$ cat config.mk
export PLATFORM = sky130hd
export DESIGN_NAME = uart_operand_assembler
export DESIGN_NICKNAME = d
export VERILOG_FILES = /design/src/rtl/uart_operand_assembler.sv
export SDC_FILE = /design/constraint.sdc
export NUM_CORES = 1
export LEC_CHECK = 0
export CORE_ASPECT_RATIO = 1.1
export CORE_MARGIN = 3
export CORE_UTILIZATION = 30
export CTS_BUF_LIST = sky130_fd_sc_hd__clkbuf_8
export CTS_CLUSTER_DIAMETER = 200
export DETAILED_ROUTE_END_ITERATION = 8
export HOLD_SLACK_MARGIN = 0.08
export SYNTH_ARGS = -nofsm -noshare
export SYNTH_HDL_FRONTEND = slang
export SYNTH_SLANG_ARGS = --single-unit
$ cat constraint.sdc
create_clock -name clk_i -period 4.8 [get_ports clk_i]
set_input_delay 0.72 -clock clk_i [delete_from_list [all_inputs] [get_ports clk_i]]
set_output_delay 0.72 -clock clk_i [all_outputs]
set_load 0.005 [all_outputs]
$ cat src/rtl/uart_operand_assembler.sv
// Assembles two little-endian OP_WIDTH-bit operands from a UART byte stream
// and holds them under a valid/ready handshake for the adder stage.
module uart_operand_assembler #(
  parameter int unsigned OP_WIDTH       = 64,
  parameter int unsigned TIMEOUT_CYCLES = 100000
) (
  input  logic                clk_i,
  input  logic                rst_ni,
  input  logic [7:0]          rx_data_i,
  input  logic                rx_valid_i,
  output logic [OP_WIDTH-1:0] birinci_o,
  output logic [OP_WIDTH-1:0] ikinci_o,
  output logic                anacin_o,
  output logic                valid_o,
  input  logic                ready_i,
  output logic                timeout_o,
  output logic                overrun_o
);

  localparam int unsigned NUM_BYTES = OP_WIDTH / 8;
  localparam int unsigned IDX_W     = (NUM_BYTES > 1) ? $clog2(NUM_BYTES) : 1;
  localparam int unsigned CNT_W     = (TIMEOUT_CYCLES > 1) ? $clog2(TIMEOUT_CYCLES + 1) : 1;
  localparam logic [IDX_W-1:0] LAST_IDX = IDX_W'(NUM_BYTES - 1);
  localparam logic [CNT_W-1:0] CNT_LAST = CNT_W'((TIMEOUT_CYCLES > 0) ? TIMEOUT_CYCLES - 1 : 0);

  typedef enum logic [1:0] {
    COLLECT_A = 2'd0,
    COLLECT_B = 2'd1,
    HOLD      = 2'd2
  } state_e;

  state_e           state_q, state_d;
  logic [IDX_W-1:0] idx_q, idx_d;
  logic [CNT_W-1:0] cnt_q, cnt_d;
  logic             wr_a_c, wr_b_c, timeout_c, overrun_c;

  assign anacin_o = 1'b0;

  // State, byte index and inter-byte idle counter
  always_ff @(posedge clk_i) begin
    if (!rst_ni) begin
      state_q <= COLLECT_A;
      idx_q   <= '0;
      cnt_q   <= '0;
    end else begin
      state_q <= state_d;
      idx_q   <= idx_d;
      cnt_q   <= cnt_d;
    end
  end

  // Next-state: byte acceptance, frame timeout and HOLD handshake
  always_comb begin
    state_d   = state_q;
    idx_d     = idx_q;
    cnt_d     = cnt_q;
    wr_a_c    = 1'b0;
    wr_b_c    = 1'b0;
    timeout_c = 1'b0;
    overrun_c = 1'b0;
    unique case (state_q)
      COLLECT_A, COLLECT_B: begin
        if (rx_valid_i) begin
          wr_a_c = (state_q == COLLECT_A);
          wr_b_c = (state_q == COLLECT_B);
          cnt_d  = '0;
          if (idx_q == LAST_IDX) begin
            idx_d   = '0;
            state_d = (state_q == COLLECT_A) ? COLLECT_B : HOLD;
          end else begin
            idx_d = idx_q + 1'b1;
          end
        end else if (TIMEOUT_CYCLES != 0 && (state_q == COLLECT_B || idx_q != '0)) begin
          // Only a partial frame ages; an empty COLLECT_A keeps the counter at 0
          if (cnt_q == CNT_LAST) begin
            state_d   = COLLECT_A;
            idx_d     = '0;
            cnt_d     = '0;
            timeout_c = 1'b1;
          end else begin
            cnt_d = cnt_q + 1'b1;
          end
        end
      end
      HOLD: begin
        cnt_d = '0;
        if (ready_i) begin
          state_d = COLLECT_A;
          idx_d   = '0;
          // A byte coinciding with the handshake starts the next frame
          if (rx_valid_i) begin
            wr_a_c = 1'b1;
            if (LAST_IDX == '0) begin
              state_d = COLLECT_B;
            end else begin
              idx_d = IDX_W'(1);
            end
          end
        end else if (rx_valid_i) begin
          overrun_c = 1'b1;
        end
      end
      default: begin
        state_d = COLLECT_A;
        idx_d   = '0;
        cnt_d   = '0;
      end
    endcase
  end

  // Operand registers and status outputs; idx_q is 0 in HOLD
  always_ff @(posedge clk_i) begin
    if (!rst_ni) begin
      birinci_o <= '0;
      ikinci_o  <= '0;
      valid_o   <= 1'b0;
      timeout_o <= 1'b0;
      overrun_o <= 1'b0;
    end else begin
      if (wr_a_c) birinci_o[{idx_q, 3'b000} +: 8] <= rx_data_i;
      if (wr_b_c) ikinci_o[{idx_q, 3'b000} +: 8]  <= rx_data_i;
      valid_o   <= (state_d == HOLD);
      timeout_o <= timeout_c;
      overrun_o <= overrun_c;
    end
  end

endmodule

==> results of run 1 <==
[placed cells by master, fill, tap and decap left out, types with 3 or more instances in the layout]
cell,netlist,final
nor2b_1,111,111
and3_1,10,10
nand2_1,9,9
clkbuf_8,0,17
and2_1,5,5
o21ai_0,29,29
buf_4,1,3
nor3_4,3,3
or4_1,3,3
mux2i_1,104,104
xnor2_1,8,8
or3_1,5,5
ha_1,5,5
nand3_1,33,33
o31ai_1,4,4
a21boi_0,25,25
nand2b_1,6,6
nor4_4,4,4
clkdlybuf4s50_1,0,141
inv_1,9,11
nor2_1,13,13
a211oi_1,4,4
inv_6,0,7
nand4_1,10,10
a21oi_1,12,12
dfxtp_1,153,153
[power groups by stage]
stage	Combinational, uW	Clock (uW)	Sequential, uW
4_1_cts	175	921	1280
3_3_place_gp	175	0	1310
5_1_grt	189	979	1290
6_report	173	892	1280
3_5_place_dp	175	0	1310
2_1_floorplan	115	0	1310
[final timing paths]
path,from,to,slack (ps)
min,birinci_o[55],birinci_o[55],480
max,idx_q[0],ikinci_o[18],1640
min reg2reg,birinci_o[55],birinci_o[55],480
max reg2reg,idx_q[0],ikinci_o[18],1640
[state kept, by name (all words and copies together), names as in the netlist]
register	cells
ikinci_o	64
state_q	2
birinci_o	64
idx_q	3
cnt_q	17
overrun_o	1
valid_o	1
timeout_o	1
[cells by family after synthesis]
group | synth area share
compound gates | 0.0825
xor+xnor | 0.0109
fa+ha+maj | 0.00969
buf+inv | 0.0355
flops | 0.474
mux | 0.161
other cells | 0.000581
simple gates | 0.225
[worst max-delay path: cells and delay by family, from the launching register on]
family        cells  cell delay (ps)
simple gates      3             1360
flops             1              670
buf+inv           1               90
fa+ha+maj         2              590
mux               1              330
[final cells by class]
| cell class | count | area share |
|---|---|---|
| inverter | 9 | 0.00402 |
| sequential | 153 | 0.364 |
| tap | 285 | 0.0424 |
| clock buffer | 17 | 0.0278 |
| multi-input combinational | 429 | 0.377 |
| timing repair buffer | 144 | 0.171 |
| clock inverter | 15 | 0.0140 |
[routing by layer]
layer  GRT usage  wire, microns  up-vias
li1            -              -     2428
met1       0.193           8060     2265
met2       0.254           8760      109
met3      0.0621           1250       18
met4      0.0406            291        0
met5           0              0        -
[through the flow]
step / worst slack, ps / hold slack (ps) / util
floorplan: 2320 / 452 / -
global placement: 1740 / 469 / 0.386
detailed placement: 1690 / 470 / 0.386
CTS: 1640 / 488 / 0.403
global route: 1290 / 510 / 0.403
finish: 1640 / 483 / 0.403
==> impl_metrics.json, run 1 <==
{
  "cp_slowest_cell": "dfxtp_1",
  "overflow": 0,
  "max_freq_mhz": 316,
  "yosys_warnings": 0,
  "drt-initial-drc-count": 179,
  "syn_area_per_cell_sq_um": 10.2,
  "seqPwrFrac": 0.547,
  "multi_input_area_sq_um": 3170,
  "path_cells": "inv_1 > ha_1 > ha_1 > and2_0 > nand4_1 > mux2i_1 > nor2b_1",
  "vias": 4820,
  "place_area_sq_um": 8050,
  "ys_ff_latch": 153,
  "grt_max_degree": 82,
  "cts_buffer_depth": 2,
  "finalCritPeriodShare": 0.658,
  "ff2ff_path_depth": 7,
  "n_fill_cell": 2083,
  "cts_resized": 0,
  "worstSkewPairLatency_ps": 450,
  "power_density_nw_per_um2": 280,
  "critPathMaxStageDelay_ps": 670,
  "synthTopCellsByArea": "dfxtp_1 47%, mux2i_1 16%, nor2b_1 11%",
  "p_clk_frac": 0.380,
  "skew_ps": 17.5,
  "coreArea_sq_um": 20900,
  "h-tree-depth": 4,
  "cts_tree": "done",
  "syn_inst": 635,
  "setup_viol": 0,
  "detail-route-antenna-nets": 0,
  "yosys.area.top_type_share": 0.474,
  "ctsHoldBuffers": 0,
  "cp_max_fo": 19,
  "maxCapViolCount": 0,
  "arrival_ps": 3490,
  "tightestPinTransition_ps": 896,
  "die_area_sq_um": 23300,
  "post-cts-setup-buffers": 0,
  "cp_common_cell": "ha_1",
  "cp-start-kind": "register",
  "switchingPower_uw": 641,
  "hold_depth": 2,
  "p_int_uw": 1710,
  "dieWidth_microns": 146,
  "dp_cells": 1020,
  "grt_antenna_before_repair": 0,
  "hold_class": "reg -> reg",
  "synth_common_cells": "153 x dfxtp_1, 111 x nor2b_1, 104 x mux2i_1, 37 x clkbuf_1, 33 x nand3_1",
  "worstPathRequired_ps": 5130,
  "seqCellArea_sq_um": 3060,
  "clock_sinks": 153,
  "insertedDiodeCount": 0,
  "avgViaCountPerCell": 4.58,
  "io_pins": 144,
  "seq_area_frac_synth": 0.474,
  "p_leak_uw": 0.00303,
  "dp_hpwl_microns": 12400,
  "power_uw": 2350,
  "fin_cells": 1052,
  "syn-num-nets": 652,
  "switching_share": 0.273,
  "track_usage": 0.156,
  "synth_ff_type": "dfxtp_1",
  "clkTransAtPathRegs_ps": 90,
  "io_buffers": 142,
  "final_nets": 771,
  "yosys.area.top_type": "dfxtp_1",
  "routedWlPerCell_microns": 17.4,
  "root_buffer": "clkbuf_8",
  "tns_ps": 0,
  "start_util": 0.310,
  "path_class": "reg -> reg",
  "synth_area_sq_um": 6460,
  "drc": 0,
  "status": "completed",
  "rows": 55,
  "slew_headroom": 0.401,
  "endpoint_kind": "register",
  "gp_congestion": 0.783,
  "ys_async_sr_fraction": 0,
  "grt_pass1_wl_microns": 28400,
  "areaGrowthSynthToFinish_pct": 30.1,
  "rsz0062_at_grt": "no",
  "slew_viol_final": 0,
  "peakVddDrop_mv": 0.157,
  "design_area_sq_um": 8400,
  "layout-drive-gt1-share": 0.0613,
  "grt_pass1_vias": 4746,
  "synth-edff-count": 0,
  "drt_pass1_iterations": 4,
  "synth.most_common_cell": "dfxtp_1",
  "totalWireLength_microns": 18400,
  "synth.distinct_cells": 48,
  "die_h_microns": 160,
  "fin_crit_ps": 3160,
  "pwr-share-comb": 0.074,
  "finalHoldViolations": 0,
  "cts_made_buffers": 17
}
Power figures use the tool's default switching activity.
==> run 2, diff against run 1 <==
- clock period: 4.8 -> 2.9 ns (I/O delays scaled with it)
==> run 2 against run 1 <==
Net effect:
- clock power up 91%
- core utilization grew 0.91 points
- first-iteration DRC count rose by 10%
- combinational power grew 79%
- setup slack got worse by 1100 ps
- sequential cell count unchanged
- highest routed layer unchanged
==> impl_metrics.json, run 2 (synthesized netlist as in run 1, its figures left out) <==
{
  "p_leak_uw": 0.00314,
  "ctsHoldBuffers": 0,
  "path_class": "reg -> reg",
  "routedWlPerCell_microns": 17.3,
  "die_area_sq_um": 23300,
  "slew_viol_final": 0,
  "hold_class": "in -> reg",
  "final_cell_mix": "153 x dfxtp_1, 141 x clkdlybuf4s50_1, 111 x nor2b_1, 104 x mux2i_1, 33 x nand3_1",
  "gp_congestion": 0.784,
  "start_util": 0.310,
  "grt_pass1_wl_microns": 28800,
  "arrival_ps": 2700,
  "layout-drive-gt1-share": 0.0829,
  "power_uw": 4130,
  "reg_top3": "birinci_o: 64 flops, ikinci_o: 64 flops, cnt_q: 17 flops",
  "cp_common_cell": "ha_1",
  "cts_buffer_depth": 2,
  "design_area_sq_um": 8590,
  "dieWidth_microns": 146,
  "cts_resized": 0,
  "drc": 0,
  "root_buffer": "clkbuf_8",
  "final_nets": 788,
  "max_freq_mhz": 423,
  "grt_pass1_vias": 4853,
  "areaGrowthSynthToFinish_pct": 33.1,
  "io_buffers": 142,
  "cts_tree": "done",
  "finalCritPeriodShare": 0.816,
  "clkTransAtPathRegs_ps": 90,
  "die_h_microns": 160,
  "coreArea_sq_um": 20900,
  "vias": 4896,
  "multi_input_area_sq_um": 3170,
  "maxCapViolCount": 0,
  "grt_max_degree": 59,
  "n_fill_cell": 2064,
  "dp_cells": 1037,
  "rsz0062_at_grt": "no",
  "cp_max_fo": 8,
  "tightestPinTransition_ps": 902,
  "setup_viol": 0,
  "place_area_sq_um": 8180,
  "clock_sinks": 153,
  "critPathMaxStageDelay_ps": 620,
  "status": "completed",
  "tns_ps": 0,
  "worst-path-buf-inv": 1,
  "crit_family": "simple AND/OR/NAND/NOR gates",
  "io_pins": 144,
  "cts_made_buffers": 17,
  "endpoint_kind": "register",
  "h-tree-depth": 4,
  "hold_depth": 2,
  "path_cells": "inv_1 > ha_1 > ha_1 > nand2b_1 > nor3_4 > mux2i_1 > nor2b_1",
  "avgViaCountPerCell": 4.58,
  "power_density_nw_per_um2": 480,
  "overflow": 0,
  "slew_headroom": 0.397,
  "finalHoldViolations": 0,
  "cp_num_cells": 7,
  "insertedDiodeCount": 0,
  "seqCellArea_sq_um": 3060,
  "grt_antenna_before_repair": 0,
  "track_usage": 0.157,
  "skew_ps": 16.9,
  "detail-route-antenna-nets": 0,
  "final_util": 0.412,
  "totalWireLength_microns": 18500,
  "peakVddDrop_mv": 0.301,
  "fin_crit_ps": 2370,
  "cp-start-kind": "register",
  "drt-initial-drc-count": 197,
  "fin_cells": 1069,
  "cp_slowest_cell": "nor3_4",
  "post-cts-setup-buffers": 0,
  "dp_hpwl_microns": 12600,
  "worstPathRequired_ps": 3240,
  "drt_pass1_iterations": 4,
  "ff2ff_path_depth": 7,
  "rows": 55,
  "worstSkewPairLatency_ps": 450,
  "layout_commonest_cell": "dfxtp_1"
}
run 2: where the power goes:
part,internal [uW],total [uW],switching (uW)
Combinational,116,310,194
Clock,845,1700,851
Sequential,2110,2120,8.91
run 2: area by class of cell:
class                      instances  share of cell area
clock inverter                    12              0.0160
sequential                       153               0.356
timing repair buffer             161               0.182
tap                              285              0.0415
multi-input combinational        429               0.368
inverter                           9             0.00393
clock buffer                      20              0.0320
run 2: worst paths after layout:
kind                      start            end  slack, ps
setup / recovery       idx_q[1]   ikinci_o[14]        530
hold / removal           rst_ni  birinci_o[26]        340
setup reg to reg       idx_q[1]   ikinci_o[14]        530
hold reg to reg   birinci_o[35]  birinci_o[35]        480
run 2: routing by layer:
layer  wire length (microns)  part of all wire  vias to the layer above  GRT usage
met5                       0                 0                        -          0
li1                        -                 -                     2474          -
met4                     165            0.0089                        0     0.0307
met1                    8180              0.44                     2306      0.194
met2                    8760              0.47                      107      0.256
met3                    1380             0.075                        9     0.0690
run 2: per-stage QoR:
stage	worst slack [ps]	hold slack, ps
floorplan	425	452
global placement	530	469
detailed placement	499	473
CTS	528	320
global route	385	320
finish	534	344
==> run 3, diff against run 2 <==
- clock period: 2.9 -> 2.39 ns (I/O delays scaled with it)
==> run 3 against run 2 <==
Net effect:
- setup slack got worse by 310 ps
- cell count rose by 1.4%
- wire length fell by 1.4%
- clock power rose by 25%
- sequential power rose by 21%
- combinational power rose by 29%
- sequential share of layout area fell by 0.59 points
- clock skew rose by 2.6 ps
- critical path type unchanged
- die area did not move
- critical path depth fell by 1
==> impl_metrics.json, run 3 (synthesized netlist as in run 1, its figures left out) <==
{
  "place_area_sq_um": 8320,
  "drt_pass1_iterations": 5,
  "endpoint_kind": "register",
  "finalHoldViolations": 0,
  "fin_crit_ps": 2170,
  "seqPwrFrac": 0.504,
  "layout-drive-gt1-share": 0.103,
  "setup_viol": 0,
  "final_cell_mix": "152 x dfxtp_1, 141 x clkdlybuf4s50_1, 111 x nor2b_1, 104 x mux2i_1, 33 x nand3_1",
  "drc": 0,
  "h-tree-depth": 4,
  "cp_slowest_cell": "a2111o_1",
  "peakVddDrop_mv": 0.416,
  "coreArea_sq_um": 20900,
  "die_h_microns": 160,
  "drt-initial-drc-count": 254,
  "n_fill_cell": 2077,
  "switching_share": 0.258,
  "route.met2.wl_microns": 8560,
  "maxCapViolCount": 0,
  "critPathMaxStageDelay_ps": 540,
  "tns_ps": 0,
  "seqCellArea_sq_um": 3060,
  "wl_met1_microns": 8070,
  "status": "completed",
  "grt_pass1_wl_microns": 29000,
  "io_buffers": 142,
  "totalWireLength_microns": 18200,
  "grt_pass1_vias": 5016,
  "post-cts-setup-buffers": 0,
  "tightestPinTransition_ps": 545,
  "dieWidth_microns": 146,
  "clkTransAtPathRegs_ps": 80,
  "cts_tree": "done",
  "p_int_uw": 3790,
  "crit_family": "compound AO/OA/AOI/OAI gates",
  "detail-route-antenna-nets": 0,
  "p_clk_frac": 0.417,
  "hold_class": "in -> reg",
  "skew_ps": 19.4,
  "gp_congestion": 0.774,
  "power_uw": 5100,
  "wl_met3_microns": 1330,
  "slew_headroom": 0.637,
  "start_util": 0.310,
  "arrival_ps": 2540,
  "cp_max_fo": 9,
  "top_layer": "met4",
  "reg_top3": "birinci_o: 64 flops, ikinci_o: 64 flops, cnt_q: 17 flops",
  "max_freq_mhz": 461,
  "final_nets": 803,
  "die_area_sq_um": 23300,
  "switchingPower_uw": 1320,
  "worst-path-buf-inv": 1,
  "routedWlPerCell_microns": 16.8,
  "rows": 55,
  "cts_made_buffers": 17,
  "rsz0062_at_grt": "no",
  "p_leak_uw": 0.00323,
  "grt_antenna_before_repair": 0,
  "grt_max_degree": 133,
  "finalCritPeriodShare": 0.908,
  "design_area_sq_um": 8740,
  "multi_input_area_sq_um": 3170,
  "path_cells": "inv_1 > ha_1 > ha_1 > a2111o_1 > or4_1 > a21oi_1",
  "path_class": "reg -> reg",
  "dp_hpwl_microns": 12500,
  "vias": 4980,
  "slew_viol_final": 0,
  "worstSkewPairLatency_ps": 450,
  "cts_buffer_depth": 2,
  "cp_common_cell": "ha_1",
  "overflow": 0,
  "pwr-share-comb": 0.078,
  "areaGrowthSynthToFinish_pct": 35.4,
  "track_usage": 0.158,
  "root_buffer": "clkbuf_8",
  "power_density_nw_per_um2": 584,
  "io_pins": 144,
  "clock_sinks": 153,
  "worstPathRequired_ps": 2760,
  "avgViaCountPerCell": 4.59,
  "cp-start-kind": "register",
  "insertedDiodeCount": 0,
  "layout_commonest_cell": "dfxtp_1"
}
-- run 3: changes by cell type in the layout (fill, tap and decap cells not counted), sizes merged --
cell	previous run	this run
clkinvlp	1	0
clkbuf	20	17
buf	20	35
bufinv	2	3
inv	14	17
-- run 3: power groups by stage --
stage               sequential (uW)  combinational [uW]  clock [uW]
CTS                            2570                 405        2200
detailed placement             2630                 403           0
global placement               2630                 405           0
global route                   2580                 438        2300
finish                         2570                 399        2130
floorplan                      2640                 233           0
-- run 3: worst reg2reg max path: stages, from the launching register on --
cell and delay (ps):
dfxtp_1 390, inv_1 60, ha_1 180, ha_1 270
a2111o_1 540, or4_1 510, a21oi_1 160
-- run 3: final timing paths --
kind	end	cells past startpoint	slack [ps]	from
worst max-delay path	cnt_q[16]	6	220	idx_q[1]
worst min-delay path	state_q[0]	3	230	rst_ni
worst max register to register	cnt_q[16]	6	220	idx_q[1]
worst min register to register	birinci_o[50]	2	480	birinci_o[50]
-- run 3: final cells by class --
type | instances | share of cell area
inverter | 9 | 0.00386
tap | 285 | 0.0408
multi-input combinational | 429 | 0.362
clock inverter | 15 | 0.0215
sequential | 153 | 0.351
clock buffer | 17 | 0.0268
timing repair buffer | 176 | 0.194
-- run 3: repair_timing --
action | 4_1_cts | 5_1_grt
setup endpoints to repair | 0 | 32
gates resized for setup | 0 | 1
hold buffers | 0 | 0
-- run 3: metal layers --
layer	track usage	vias up
met3	0.0670	18
met1	0.197	2361
met4	0.0427	0
met5	0	-
li1	-	2499
met2	0.250	102
-- run 3: per-stage QoR --
step,hold WS (ps),utilization,setup WS (ps),std cells
final,234,0.419,221,1084
after global routing,225,0.419,35.5,1084
after CTS,203,0.419,74.3,1084
after detailed placement,475,0.399,87.7,1052
after global placement,472,0.399,128,1052
after floorplan,452,-,53.2,635
